--- config.mk ---
export PLATFORM = sky130hd
export DESIGN_NAME = shot_brick_hit
export DESIGN_NICKNAME = d
export VERILOG_FILES = /design/src/rtl/shot_brick_hit.sv
export SDC_FILE = /design/constraint.sdc
export NUM_CORES = 1
export LEC_CHECK = 0
export CAP_MARGIN = 15
export CORE_UTILIZATION = 44
export CTS_CLUSTER_DIAMETER = 80
export CTS_CLUSTER_SIZE = 8
export DETAILED_ROUTE_END_ITERATION = 16
export PLACE_DENSITY = 0.77
export SYNTH_ARGS = -nofsm -noshare
export SYNTH_HDL_FRONTEND = slang
export SYNTH_SLANG_ARGS = --single-unit
--- constraint.sdc ---
create_clock -name clock -period 5.1 [get_ports clock]
set_input_delay 0.51 -clock clock [delete_from_list [all_inputs] [get_ports clock]]
set_output_delay 0.51 -clock clock [all_outputs]
set_load 0.02 [all_outputs]
--- src/rtl/shot_brick_hit.sv ---
// shot_brick_hit: maps the in-flight shot position onto the brick grid,
// clears the struck brick, pulses a hit event and asks the shot unit to
// deactivate. Owns the live brick bitmap and the bricks-left count.
module shot_brick_hit #(
    parameter int COLS     = 8,
    parameter int ROWS     = 4,
    parameter int ORIGIN_X = 64,
    parameter int ORIGIN_Y = 48,
    parameter int BW_LOG2  = 6,
    parameter int BH_LOG2  = 4,
    parameter int IDX_W    = 5,
    parameter int CNT_W    = 6
) (
    input  logic                   clock,
    input  logic                   reset,
    input  logic                   level_load,
    input  logic [ROWS*COLS-1:0]   level_pattern,
    input  logic                   shot_active,
    input  logic [9:0]             shot_x,
    input  logic [9:0]             shot_y,
    output logic                   shot_kill,
    output logic                   hit,
    output logic [IDX_W-1:0]       hit_index,
    output logic [ROWS*COLS-1:0]   brick_map,
    output logic [CNT_W-1:0]       bricks_left,
    output logic                   cleared
);

    localparam int NBRICK = ROWS * COLS;

    // Grid bounds as 11-bit unsigned values so the upper bound cannot wrap.
    localparam logic [10:0] X_LO = 11'(ORIGIN_X);
    localparam logic [10:0] X_HI = 11'(ORIGIN_X + (COLS << BW_LOG2));
    localparam logic [10:0] Y_LO = 11'(ORIGIN_Y);
    localparam logic [10:0] Y_HI = 11'(ORIGIN_Y + (ROWS << BH_LOG2));

    typedef enum logic [0:0] {
        ARMED     = 1'b0,
        KILL_WAIT = 1'b1
    } state_t;

    function automatic logic [CNT_W-1:0] popcount(input logic [NBRICK-1:0] p);
        logic [CNT_W-1:0] c;
        c = '0;
        for (int i = 0; i < NBRICK; i++) begin
            c = c + CNT_W'(p[i]);
        end
        return c;
    endfunction

    logic [10:0]      x11, y11, dx, dy, col_w, row_w;
    logic             in_grid_d;
    logic [IDX_W-1:0] idx1_d;

    logic             v1_q, act1_q;
    logic [IDX_W-1:0] idx1_q;

    state_t                state_q;
    logic [NBRICK-1:0]     map_q;
    logic [CNT_W-1:0]      left_q;
    logic                  hit_q, kill_q;
    logic [IDX_W-1:0]      hidx_q;

    // Stage 1 combinational: grid containment test and brick index
    always_comb begin
        x11       = {1'b0, shot_x};
        y11       = {1'b0, shot_y};
        dx        = x11 - X_LO;
        dy        = y11 - Y_LO;
        col_w     = dx >> BW_LOG2;
        row_w     = dy >> BH_LOG2;
        in_grid_d = shot_active && (x11 >= X_LO) && (x11 < X_HI)
                                && (y11 >= Y_LO) && (y11 < Y_HI);
        idx1_d    = IDX_W'(row_w * 11'(COLS) + col_w);
    end

    // Stage 1 register: sampled position result plus the raw active flag
    always_ff @(posedge clock) begin
        if (reset) begin
            v1_q   <= 1'b0;
            act1_q <= 1'b0;
        end else begin
            v1_q   <= level_load ? 1'b0 : in_grid_d;
            act1_q <= shot_active;
        end
        idx1_q <= idx1_d;
    end

    // Stage 2 FSM: brick clear, hit pulse and kill handshake with the shot unit
    always_ff @(posedge clock) begin
        if (reset) begin
            state_q <= ARMED;
            map_q   <= '1;
            left_q  <= CNT_W'(NBRICK);
            hit_q   <= 1'b0;
            kill_q  <= 1'b0;
            hidx_q  <= '0;
        end else if (level_load) begin
            // A load overrides any hit pending in this same cycle.
            state_q <= ARMED;
            map_q   <= level_pattern;
            left_q  <= popcount(level_pattern);
            hit_q   <= 1'b0;
            kill_q  <= 1'b0;
        end else begin
            case (state_q)
                ARMED: begin
                    if (v1_q && map_q[idx1_q]) begin
                        map_q[idx1_q] <= 1'b0;
                        left_q        <= left_q - CNT_W'(1);
                        hit_q         <= 1'b1;
                        hidx_q        <= idx1_q;
                        kill_q        <= 1'b1;
                        state_q       <= KILL_WAIT;
                    end else begin
                        hit_q <= 1'b0;
                    end
                end
                KILL_WAIT: begin
                    // Ignore positions until the shot unit confirms it is dead,
                    // so one shot can never destroy two bricks.
                    hit_q <= 1'b0;
                    if (!act1_q) begin
                        kill_q  <= 1'b0;
                        state_q <= ARMED;
                    end
                end
                default: begin
                    state_q <= ARMED;
                    hit_q   <= 1'b0;
                    kill_q  <= 1'b0;
                end
            endcase
        end
    end

    assign shot_kill   = kill_q;
    assign hit         = hit_q;
    assign hit_index   = hidx_q;
    assign brick_map   = map_q;
    assign bricks_left = left_q;
    assign cleared     = (left_q == '0);

endmodule

; Word level (Yosys, flattened, before mapping)
; Cells that the tools add are included.
[classes]
add_sub_neg = 35
magnitude_cmp = 6
n_eq_ne = 3
muxes = 17
bitwise_logic = 4
reduce_logical = 12
[ops]
columns = operator, count
row1 = $add A6 B1 Y6, 26
row2 = $mux W32, 3
row3 = $and A32 B32 Y32, 1
row4 = $not A32 Y32, 1
row5 = $mux W6, 3
row6 = $sub A10 B7 Y11 const B, 1
row7 = $ge A10 B6 Y1 const B, 1
row8 = $ge A10 B7 Y1 const B, 1
row9 = $lt A10 B10 Y1 const B, 1
row10 = $lt A10 B7 Y1 const B, 1
row11 = $add A5 B1 Y6, 1
row12 = $logic_and A1 B1 Y1, 6
row13 = $logic_not A6 Y1, 1
row14 = $lt A5 B6 Y1 const B, 1
row15 = $mux W1, 6
row16 = $ne A2 B2 Y1 const B, 3
row17 = $pmux W1 S2, 3
row18 = $sub A6 B1 Y6 const B, 1
row19 = $sub A6 B6 Y6 const B, 1
row20 = $add A4 B1 Y5, 1
row21 = $add A5 B5 Y5, 1
row22 = $bmux W1 S5, 1
row23 = $demux W1 S5, 1
row24 = $ge A5 B1 Y1 const B, 1
row25 = other kinds (8), 10
[word_totals]
regBits = 53
out_inout_bits = 46
word_cells = 86

; Longest topological paths before layout
; Gate-level depths: netlist of the first run.
[depth]
depth_word = 32
depth_mapped = 17
ltp_nobuf = 17

; Worst setup path before layout of the first run
; OpenSTA, ideal clock, no wires.
[synth_timing]
path_kind = in2reg
startpoint = input level_pattern[0]
endpoint = register left_q[4] (netlist: bricks_left[4])
setup_time_ps = 128
arrival_ps = 4712
t_required_ps = 4972
setup_slack_ps = 260
path_stages = 17
path_buffers = 0
cell_sequence = inv_1 > fa_1 > fa_1 > fa_1 > fa_1 > fa_1 > fa_1 > inv_1 > ha_1 > inv_1 > fa_1 > inv_1 > a21o_1 > a21oi_1 > xnor2_1 > a31oi_1 > o211ai_1
[synth_via]
elab_chain_cells = 32
[synth_lines]
columns = element, line_no
row1 = start: declaration, 17  ; input logic [ROWS*COLS-1:0] level_pattern,
row2 = $add A1 B1 Y2, 46  ; c = c + CNT_W'(p[i]);
row3 = $add A2 B1 Y3, 46
row4 = $add A3 B1 Y4, 46
row5 = $add A4 B1 Y5, 46
row6 = $add A5 B1 Y6, 46
row7 = $add A6 B1 Y6 (26 in a row), 46
row8 = $mux W6, 98  ; end else if (level_load) begin
row9 = end signal: assignment, 94  ; left_q <= CNT_W'(NBRICK);
row10 = end signal: assignment, 102  ; left_q <= popcount(level_pattern);
row11 = end signal: assignment, 110  ; left_q <= left_q - CNT_W'(1);
row12 = end: declaration, 60  ; logic [CNT_W-1:0] left_q;
; No other way between the ends.
; A chain may end at the register's enable or synchronous reset.

; Final worst setup path of the first run
[layout_timing]
startpoint = input level_pattern[21]
endpoint = register left_q[4] (netlist: bricks_left[4])
[layout_via]
elab_chain_cells = 12
[layout_lines]
columns = element, line_no
row1 = $add A6 B1 Y6 (11 in a row), 46
row2 = $mux W6, 98
; No other way between the ends.

==> summary.md, run 1 <==
| Metric | Value |
|---|---|
| Outcome | `finished, final reports clean` |
| Max Slew Vio Count | `0` |
| Clock buffer count from CTS | `5` |
| Routed wire per std cell | `17.1 um` |
| 1st-iter DRT viols | `138` |
| Final hold viol count | `0` |
| Initial Util | `46.1%` |
| Max cap viols | `0` |
| Post-synthesis mux area share | `13.7%` |
| Crit path kind | `input pin to flip-flop` |
| Pleak | `0.00219 uW` |
| CTS tree | `built` |
| Root Driver | `clkbuf_8` |
| Bufs and invs on worst path | `5` |
| CP arrival | `5.10 ns` |
| Die width | `92.7 um` |
| CTS H-tree lvls | `2` |
| Ports | `102` |
| Clock skew after layout | `0.0120 ns` |
| Antenna viol nets, final | `0` |
| Tmin final | `4.92 ns` |
| Vias in the first global route | `3147` |
| Core area | `7850 um2` |
| Setup tns final | `0 ns` |
| Average size of a mapped cell | `9.67 um2` |
| Most frequent cells in the layout | `clkdlybuf4s50_1 (82), inv_1 (56), dfxtp_1 (53)` |
| Crit. Startpoint | `level_pattern[21]` |
| Max transition margin | `21.7%` |
| Die outline height | `92.7 um` |
| N_diodes | `0` |
| Cells after Synth | `374` |
| Worst skew pair latency | `0.31 ns` |
| Synth Area in Compound Gates | `16.0%` |
| Adder-Cell Fraction of Synth Area | `17.8%` |
| Pin count of the biggest net entering global routing | `54` |
| DRT Pass-1 Iters | `4` |
| Synthesized area | `3620 um2` |
| Worst IR Drop VDD | `0.000289 V` |
| Max Root-Sink Buffers | `2` |
| CP endpoint kind | `flip-flop` |
| Share of layout cells above drive strength 1 | `8.35%` |
| Worst-path cell with the longest stage delay | `fa_1` |
| Post-synthesis sequential area ratio | `29.3%` |
| Fillers | `686` |
| Synth Net Count | `467` |
| Most used cell, CP | `fa_1` |
| P&R area growth vs syn | `32.9%` |
| GPL Wtd Cong | `0.900` |
| Multi-input logic area | `2240 um2` |
| Worst hold start | `act1_q` |
| Synth warnings | `0` |
| Port Buffers | `97` |
| Yosys cell types | `59` |
| DR vias | `3186` |
| First-pass GRT wire length | `15.9 mm` |
| DR vias/cell | `5.60` |
| FF/Latch Area | `1060 um2` |
| Crit-path cells | `clkdlybuf4s50_1 > fa_1 > inv_1 > fa_2 > fa_1 > fa_1 > fa_1 > fa_1 > inv_1 > ha_2 > inv_1 > fa_2 > inv_1 > a21o_1 > a21oi_2 > xnor2_1 > a31oi_1 > o211ai_1` |
| Number of synthesized flops with an enable pin | `0` |
| Commonest non-fill, non-tap cell in the layout | `clkdlybuf4s50_1` |
| # clock sinks | `53` |
| Post-Synth Simple-Gate Area | `11.5%` |
| Row cnt | `32` |
| Final period utilization | `96.6%` |
| Overall power | `2030 uW` |
| Remaining global-route overflow | `0` |
| Post-route DRC | `0` |
| Crit-path max cell delay | `0.54 ns` |
| Initial antenna violation count | `0` |
| Worst Tran Pin Value | `1.17 ns` |
| GRT Overall Usage | `23.7%` |
| Final-report setup violation count | `0` |
| Largest family of logic cells by synthesized area | `adder cells` |
| Xor/xnor share of the synthesized area | `2.18%` |
| HPWL after detailed placement | `7.54 mm` |
| Synth Register Bits | `53` |
| Fmax | `203 MHz` |
| Hold WS | `0.482 ns` |
| Main synth FF type | `dfxtp_1` |
| Die Area | `8590 um2` |
| Data required, critical path | `5.28 ns` |
| Worst-path clk slew | `0.11 ns` |
| Asr flop ratio synth | `0%` |
| Worst Hold Class | `flip-flop to flip-flop` |
| Crit-path max FO | `2` |
| Cell family with most CP delay | `adder cells` |
| WL final | `9.75 mm` |
| Pwr/cell area | `423 nW/um2` |
| Critical R2R Launch | `idx1_q[1]` |
| Startpoint Class | `input pin` |
| Nets | `559` |
metal layers:
layer,track usage [%],part of all wire (%),vias up,wire [um]
li1,-,-,1489,-
met1,31.8,43,1531,4210
met2,39.0,46,146,4530
met3,3.78,7.4,20,721
met4,8.08,2.9,0,284
met5,0,0,-,0
area by class of cell:
class | count | area share, %
inverter | 62 | 4.84
clock buffer | 5 | 1.43
multi-input combinational | 240 | 46.6
timing repair buffer | 104 | 21.9
sequential | 53 | 22.1
tap | 102 | 2.65
clock inverter | 3 | 0.546
cell families after synthesis:
family / Yosys count
buffers and inverters: 81
AO/OA/AOI/OAI: 75
AND/OR/NAND/NOR: 70
flip-flops: 53
multiplexers: 49
adder cells (fa/ha/maj): 37
XOR/XNOR: 9
synthesized netlist by cell type, types with 2 or more instances:
master / instances / share of area [%]
mux2i_1: 48 / 13
nor2b_1: 3 / 0.52
nor2_2: 2 / 0.35
a21boi_0: 2 / 0.41
nand3b_1: 2 / 0.41
nand2_1: 8 / 0.83
a31oi_1: 2 / 0.35
o21ai_0: 7 / 0.97
buf_6: 2 / 0.62
a21o_1: 2 / 0.41
nand3_1: 5 / 0.69
nand4_1: 8 / 1.4
or3_1: 2 / 0.35
clkinv_1: 2 / 0.21
nand2b_1: 6 / 1.0
a21oi_1: 7 / 0.97
xor2_1: 5 / 1.2
a211oi_1: 3 / 0.62
o22ai_1: 4 / 0.69
nor4_1: 2 / 0.35
buf_2: 6 / 0.83
xnor2_1: 4 / 0.97
nor2_1: 14 / 1.5
nor3_1: 8 / 1.1
a22oi_1: 32 / 6.6
fa_1: 24 / 13
inv_1: 60 / 6.2
ha_1: 13 / 4.5
dfxtp_1: 53 / 29
clkbuf_1: 9 / 0.93
repair_timing:
item	4_1_cts	5_1_grt
setup buffers	0	1
hold buffers	0	0
endpoints found under the hold margin	0	0
endpoints found under the setup margin	4	4
pin swaps	9	21
gates resized for setup	2	23
registers in the layout, summed over array words and instances (netlist names):
name         cells
brick_map       32
bricks_left      6
hit_index        5
idx1_q           5
act1_q           1
hit              1
shot_kill        1
state_q          1
v1_q             1
per-stage QoR:
step / setup WS, ns / utilization, % / std cells / instance area [um2]
after floorplan: 0.260 / - / 374 / 3620
after global placement: -0.405 / 59.2 / 560 / 4650
after detailed placement: -0.476 / 59.2 / 560 / 4650
after CTS: 0.0363 / 60.5 / 568 / 4750
after global routing: -0.00222 / 61.3 / 569 / 4810
final: 0.176 / 61.3 / 569 / 4810
power breakdown:
part | leakage [uW] | switching [uW] | internal, uW
Combinational | 0.00170 | 634 | 635
Sequential | 0.000438 | 57.4 | 451
Clock | 0.0000487 | 154 | 101
Total | 0.00219 | 846 | 1190
worst reg2reg max path: cells and delay by family (launching register included):
kind | cells | cell delay [ns]
AOI/OAI and AO/OA | 4 | 1.50
DFF | 1 | 1.12
muxes | 1 | 0.39
and+or+nand+nor | 1 | 0.24
path summary, 6_finish.rpt:
path,end,slack (ns),cells after the start
min,state_q,0.48,2
max,bricks_left[4],0.18,18
min reg2reg,state_q,0.48,2
max reg2reg,brick_map[7],1.76,6
No activity file was read; power rests on OpenSTA's default activity.
==> inputs of run 2 (changes only) <==
--- a/config.mk
+++ b/config.mk
@@ -5,7 +5,7 @@
 export SDC_FILE = /design/constraint.sdc
 export NUM_CORES = 1
 export LEC_CHECK = 0
-export CAP_MARGIN = 15
+export CAP_MARGIN = 20
 export CORE_UTILIZATION = 44
 export CTS_CLUSTER_DIAMETER = 80
 export CTS_CLUSTER_SIZE = 8
==> run 2 against run 1 <==
Net effect: core utilization increased by 0.19 points; clock-buffer cell count is the same; register-to-register slack gained 0.24 ns; final area is 0.31% higher; final cell count increased by 0.18%; wire length grew 0.52%; sequential share of layout area fell by 0.069 points; setup slack improved by 0.0079 ns; sequential power decreased by 0.8%; global-route usage unchanged; critical path depth is the same; critical endpoint unchanged.
==> summary.md, run 2 (synthesized netlist as in run 1, its figures left out) <==
| Metric | Value |
|---|---|
| Outcome | `finished, final reports clean` |
| Remaining global-route overflow | `0 (unchanged)` |
| Reg2Reg Depth | `7 (+1)` |
| Pleak | `0.00219 uW (+0.34%)` |
| WL final | `9.80 mm (+0.52%)` |
| Final period utilization | `96.4% (-0.16 points)` |
| Worst Hold Class | `flip-flop to flip-flop` |
| 1st-iter DRT viols | `155 (+12%)` |
| Max cap viols | `0 (unchanged)` |
| Max transition margin | `46.3% (+25 points)` |
| Die outline height | `92.7 um (unchanged)` |
| Placement Cell Area | `4650 um2 (unchanged)` |
| Vias in the first global route | `3147 (unchanged)` |
| Final-report setup violation count | `0 (unchanged)` |
| DRT Pass-1 Iters | `5 (+1)` |
| Initial Util | `46.1% (unchanged)` |
| GRT Overall Usage | `23.7% (unchanged)` |
| Tmin final | `4.92 ns (-0.00791 ns)` |
| Clock skew after layout | `0.0138 ns (+0.00180 ns)` |
| Die width | `92.7 um (unchanged)` |
| CP endpoint kind | `flip-flop` |
| Antenna viol nets, final | `0 (unchanged)` |
| N_diodes | `0 (unchanged)` |
| P&R area growth vs syn | `33.3%` |
| Max FFs per register | `32 (unchanged)` |
| Data required, critical path | `5.28 ns (about the same)` |
| GPL Wtd Cong | `0.900 (unchanged)` |
| # clock sinks | `53 (unchanged)` |
| Worst Tran Pin Value | `0.799 ns (-0.374 ns)` |
| Pin count of the biggest net entering global routing | `54 (unchanged)` |
| CP arrival | `5.10 ns (about the same)` |
| Commonest non-fill, non-tap cell in the layout | `clkdlybuf4s50_1` |
| Row cnt | `32 (unchanged)` |
| HPWL after detailed placement | `7.54 mm (unchanged)` |
| Max Slew Vio Count | `0 (unchanged)` |
| Ports | `102 (unchanged)` |
| CTS H-tree lvls | `2 (unchanged)` |
| Worst skew pair latency | `0.31 ns (about the same)` |
| Fmax | `203 MHz (+0.16%)` |
| Min-Delay Path Depth | `2 (unchanged)` |
| Non-Filler Cell Area, Final | `4820 um2 (+0.31%)` |
| Most frequent cells in the layout | `clkdlybuf4s50_1 (82), inv_1 (56), dfxtp_1 (53)` |
| Startpoint Class | `input pin` |
| Initial antenna violation count | `0 (unchanged)` |
| Nets | `560 (+0.18%)` |
| Post-route DRC | `0 (unchanged)` |
| Crit-path max FO | `2 (unchanged)` |
| Share of layout cells above drive strength 1 | `8.55% (+0.20 points)` |
| DR vias/cell | `5.53 (-1.3%)` |
| DR vias | `3151 (-1.1%)` |
| Worst IR Drop VDD | `0.000289 V (about the same)` |
| Hold WS | `0.480 ns (-0.00261 ns)` |
| Max Root-Sink Buffers | `2 (unchanged)` |
| Worst-path clk slew | `0.11 ns (about the same)` |
| R2R setup slack | `2.00 ns (+0.24 ns)` |
| Core area | `7850 um2 (unchanged)` |
| Final hold viol count | `0 (unchanged)` |
| Port Buffers | `97 (unchanged)` |
| Die Area | `8590 um2 (unchanged)` |
| Crit path kind | `input pin to flip-flop` |
| Clock buffer count from CTS | `5 (unchanged)` |
| CTS tree | `built` |
| First-pass GRT wire length | `15.9 mm (unchanged)` |
| Pwr/cell area | `422 nW/um2 (-0.24%)` |
| Routed wire per std cell | `17.2 um (+0.35%)` |
| Root Driver | `clkbuf_8` |
==> run 2: critical path, cell delays in order <==
cell and delay (ns):
clkdlybuf4s50_1 0.44, fa_1 0.49, inv_1 0.05, fa_2 0.53
fa_1 0.42, fa_1 0.46, fa_1 0.54, fa_1 0.41
inv_1 0.06, ha_2 0.16, inv_1 0.05, fa_2 0.33
inv_1 0.07, a21o_1 0.12, a21oi_2 0.06, xnor2_1 0.12
a31oi_1 0.16, o211ai_1 0.10
==> run 2: path summary, 6_finish.rpt <==
kind	startpoint	to
min reg2reg	act1_q	state_q
max	level_pattern[21]	bricks_left[4]
min	act1_q	state_q
max reg2reg	idx1_q[1]	brick_map[7]
==> run 2: power breakdown <==
part           internal [uW]  leakage (uW)  switching (uW)
registers                451      0.000438            53.6
logic                    636       0.00171             638
clock network            101     0.0000487             154
==> run 2: cell type report <==
cell class,count,area (um2)
Sequential cell,53,1060
Tap cell,102,128
Multi-Input combinational cell,240,2240
Inverter,62,233
Clock inverter,3,26.3
Fill cell,685,3020
Timing Repair Buffer,105,1070
Clock buffer,5,68.8
==> run 2: repair_timing <==
action | 4_1_cts | 5_1_grt
setup buffers | 0 | 1
endpoints found under the setup margin | 4 | 4
pin swaps | 9 | 21
hold buffers | 0 | 0
gates resized for setup | 2 | 23
==> run 2: through the flow <==
stage               util, %  power [uW]  std cells  setup slack, ns  TNS (ns)
floorplan                 -        1310        374            0.260         0
global placement       59.2        1610        560           -0.405     -1.51
detailed placement     59.2        1660        560           -0.476     -1.91
CTS                    60.5        1940        568           0.0363         0
global route           61.5        2190        570         -0.00222  -0.00222
finish                 61.5        2030        570            0.184         0
==> run 2: layer usage <==
metal / up-vias / routed length, um / track usage [%]
li1: 1490 / - / -
met1: 1520 / 4340 / 31.8
met2: 123 / 4580 / 39.0
met3: 18 / 620 / 3.78
met4: 0 / 261 / 8.08
met5: - / 0 / 0
==> inputs of run 3 (changes only) <==
--- a/config.mk
+++ b/config.mk
@@ -6,11 +6,15 @@
 export NUM_CORES = 1
 export LEC_CHECK = 0
 export CAP_MARGIN = 20
-export CORE_UTILIZATION = 44
+export CELL_PAD_IN_SITES_DETAIL_PLACEMENT = 1
+export CELL_PAD_IN_SITES_GLOBAL_PLACEMENT = 2
+export CORE_ASPECT_RATIO = 1.1
+export CORE_UTILIZATION = 26
 export CTS_CLUSTER_DIAMETER = 80
 export CTS_CLUSTER_SIZE = 8
 export DETAILED_ROUTE_END_ITERATION = 16
-export PLACE_DENSITY = 0.77
+export HOLD_SLACK_MARGIN = 0.06
+export PLACE_DENSITY_LB_ADDON = 0.1
 export SYNTH_ARGS = -nofsm -noshare
 export SYNTH_HDL_FRONTEND = slang
 export SYNTH_SLANG_ARGS = --single-unit
==> run 3 against run 2 <==
Net effect: die area is 68% higher; first-iteration DRC count is 28% lower; final cell count is 15% higher; power is 5.6% higher; clock-buffer cell count stayed put; setup slack better by 0.0092 ns; via count is 1.3% lower; maximum frequency is 0.19% higher; non-clock buffer count is 1 higher; critical path depth stayed put; clock skew is 0.0045 ns lower; sequential cell count stayed put.
==> summary.md, run 3 (synthesized netlist as in run 1, its figures left out) <==
| Metric | Value |
|---|---|
| Pwr/cell area | `434 nW/um2 (+2.9%)` |
| Max Root-Sink Buffers | `2 (unchanged)` |
| Ports | `102 (unchanged)` |
| Die outline height | `126 um (+36%)` |
| # clock sinks | `53 (unchanged)` |
| Overall power | `2150 uW (+5.6%)` |
| Placement Cell Area | `4760 um2 (+2.5%)` |
| 1st-iter DRT viols | `112 (-28%)` |
| Clock skew after layout | `0.00929 ns (-0.00454 ns)` |
| Final-report setup violation count | `0 (unchanged)` |
| Max cap viols | `0 (unchanged)` |
| Antenna viol nets, final | `0 (unchanged)` |
| Max FFs per register | `32 (unchanged)` |
| Startpoint Class | `input pin` |
| Tmin final | `4.91 ns (-0.00915 ns)` |
| Core Util, Final | `37.0% (-24 points)` |
| N_diodes | `0 (unchanged)` |
| Pleak | `0.00214 uW (-2.6%)` |
| Die Area | `14400 um2 (+68%)` |
| DR vias/cell | `4.76 (-14%)` |
| Core area | `13400 um2 (+70%)` |
| Remaining global-route overflow | `0 (unchanged)` |
| CP endpoint kind | `flip-flop` |
| Fmax | `204 MHz (+0.19%)` |
| Setup tns final | `0 ns (unchanged)` |
| Row cnt | `44 (+38%)` |
| Worst-path clk slew | `0.07 ns (-0.04 ns)` |
| HPWL after detailed placement | `9.43 mm (+25%)` |
| CTS tree | `built` |
| Outcome | `finished, final reports clean` |
| Routed wire per std cell | `18.5 um (+7.4%)` |
| DRT Pass-1 Iters | `4 (-1)` |
| First-pass GRT wire length | `18.5 mm (+17%)` |
| Clock buffer count from CTS | `5 (unchanged)` |
| GRT Overall Usage | `17.3% (-6.5 points)` |
| Final period utilization | `96.2% (-0.18 points)` |
| Pin count of the biggest net entering global routing | `31 (-43%)` |
| Crit-path max FO | `2 (unchanged)` |
| Initial antenna violation count | `0 (unchanged)` |
| Worst IR Drop VDD | `0.000209 V (-28%)` |
| Share of layout cells above drive strength 1 | `8.32% (-0.23 points)` |
| Vias in the first global route | `3250 (+3.3%)` |
| Die width | `114 um (+24%)` |
| Worst Hold Class | `flip-flop to flip-flop` |
| Commonest non-fill, non-tap cell in the layout | `clkdlybuf4s50_1` |
| GPL Wtd Cong | `0.764 (-15%)` |
| CTS H-tree lvls | `2 (unchanged)` |
| Worst Tran Pin Value | `0.780 ns (-0.0188 ns)` |
| Most frequent cells in the layout | `clkdlybuf4s50_1 (81), inv_1 (56), dfxtp_1 (53)` |
| WL final | `12.1 mm (+23%)` |
| Port Buffers | `97 (unchanged)` |
| Root Driver | `clkbuf_16` |
| Worst setup margin | `0.193 ns (+0.00915 ns)` |
| CP arrival | `5.06 ns (-0.04 ns)` |
| Crit path kind | `input pin to flip-flop` |
| Nets | `561 (+0.18%)` |
| Final hold viol count | `0 (unchanged)` |
| Worst skew pair latency | `0.31 ns (about the same)` |
| Max Slew Vio Count | `0 (unchanged)` |
| Non-Filler Cell Area, Final | `4950 um2 (+2.6%)` |
| Setup WS pre-CTS | `-0.514 ns (-0.0379 ns)` |
| RSZ-0062 raised after global routing | `false` |
| P&R area growth vs syn | `36.8%` |
| DR vias | `3109 (-1.3%)` |
| Max transition margin | `48.0% (+1.7 points)` |
| Initial Util | `27.0% (-19 points)` |
| Post-route DRC | `0 (unchanged)` |
| Data required, critical path | `5.26 ns (-0.02 ns)` |
run 3: stage by stage:
stage | hold WS, ns | instances
after global routing | 0.505 | 653
after floorplan | 0.447 | 374
after detailed placement | 0.476 | 644
after global placement | 0.463 | 644
after CTS | 0.487 | 653
final | 0.478 | 653
run 3: final timing paths:
path | start | endpoint | slack (ns) | depth (start not counted)
worst max-delay path | level_pattern[1] | bricks_left[4] | 0.19 | 18
worst min-delay path | hit_index[4] | hit_index[4] | 0.48 | 2
worst max register to register | idx1_q[1] | brick_map[18] | 2.15 | 7
worst min register to register | hit_index[4] | hit_index[4] | 0.48 | 2
run 3: metal layers:
| metal | share of wire [%] | global-route usage [%] | vias to the layer above |
|---|---|---|---|
| li1 | - | - | 1495 |
| met1 | 45 | 22.0 | 1517 |
| met2 | 50 | 30.4 | 88 |
| met3 | 4.1 | 2.84 | 9 |
| met4 | 0.86 | 3.67 | 0 |
| met5 | 0 | 0 | - |
run 3: where the power goes:
part           switching, uW  total (uW)  internal (uW)  leakage (uW)
Clock                    172         405            233     0.0000800
Sequential              52.9         504            451      0.000438
Combinational            628        1240            611       0.00162
run 3: area by class of cell:
type	count	area, um2
Clock buffer	5	125
Inverter	62	233
Clock inverter	3	46.3
Timing Repair Buffer	106	1030
Fill cell	1535	8430
Multi-Input combinational cell	240	2230
Tap cell	184	230
Sequential cell	53	1060
run 3: repair_timing:
| item | 4_1_cts | 5_1_grt |
|---|---|---|
| setup buffers | 1 | 0 |
| pin swaps | 18 | 10 |
| endpoints found under the hold margin | 0 | 0 |
| hold buffers | 0 | 0 |
| gates resized for setup | 19 | 5 |
| endpoints found under the setup margin | 4 | 4 |
run 3: critical path: stages:
cell	delay (ns)
dlygate4sd2_1	0.24
inv_1	0.08
fa_2	0.47
fa_1	0.52
fa_1	0.58
fa_1	0.44
fa_1	0.53
fa_1	0.41
inv_1	0.07
ha_2	0.17
inv_1	0.06
fa_2	0.36
inv_1	0.06
a21o_1	0.10
a21oi_1	0.07
xnor2_1	0.12
a31oi_1	0.16
o211ai_1	0.11
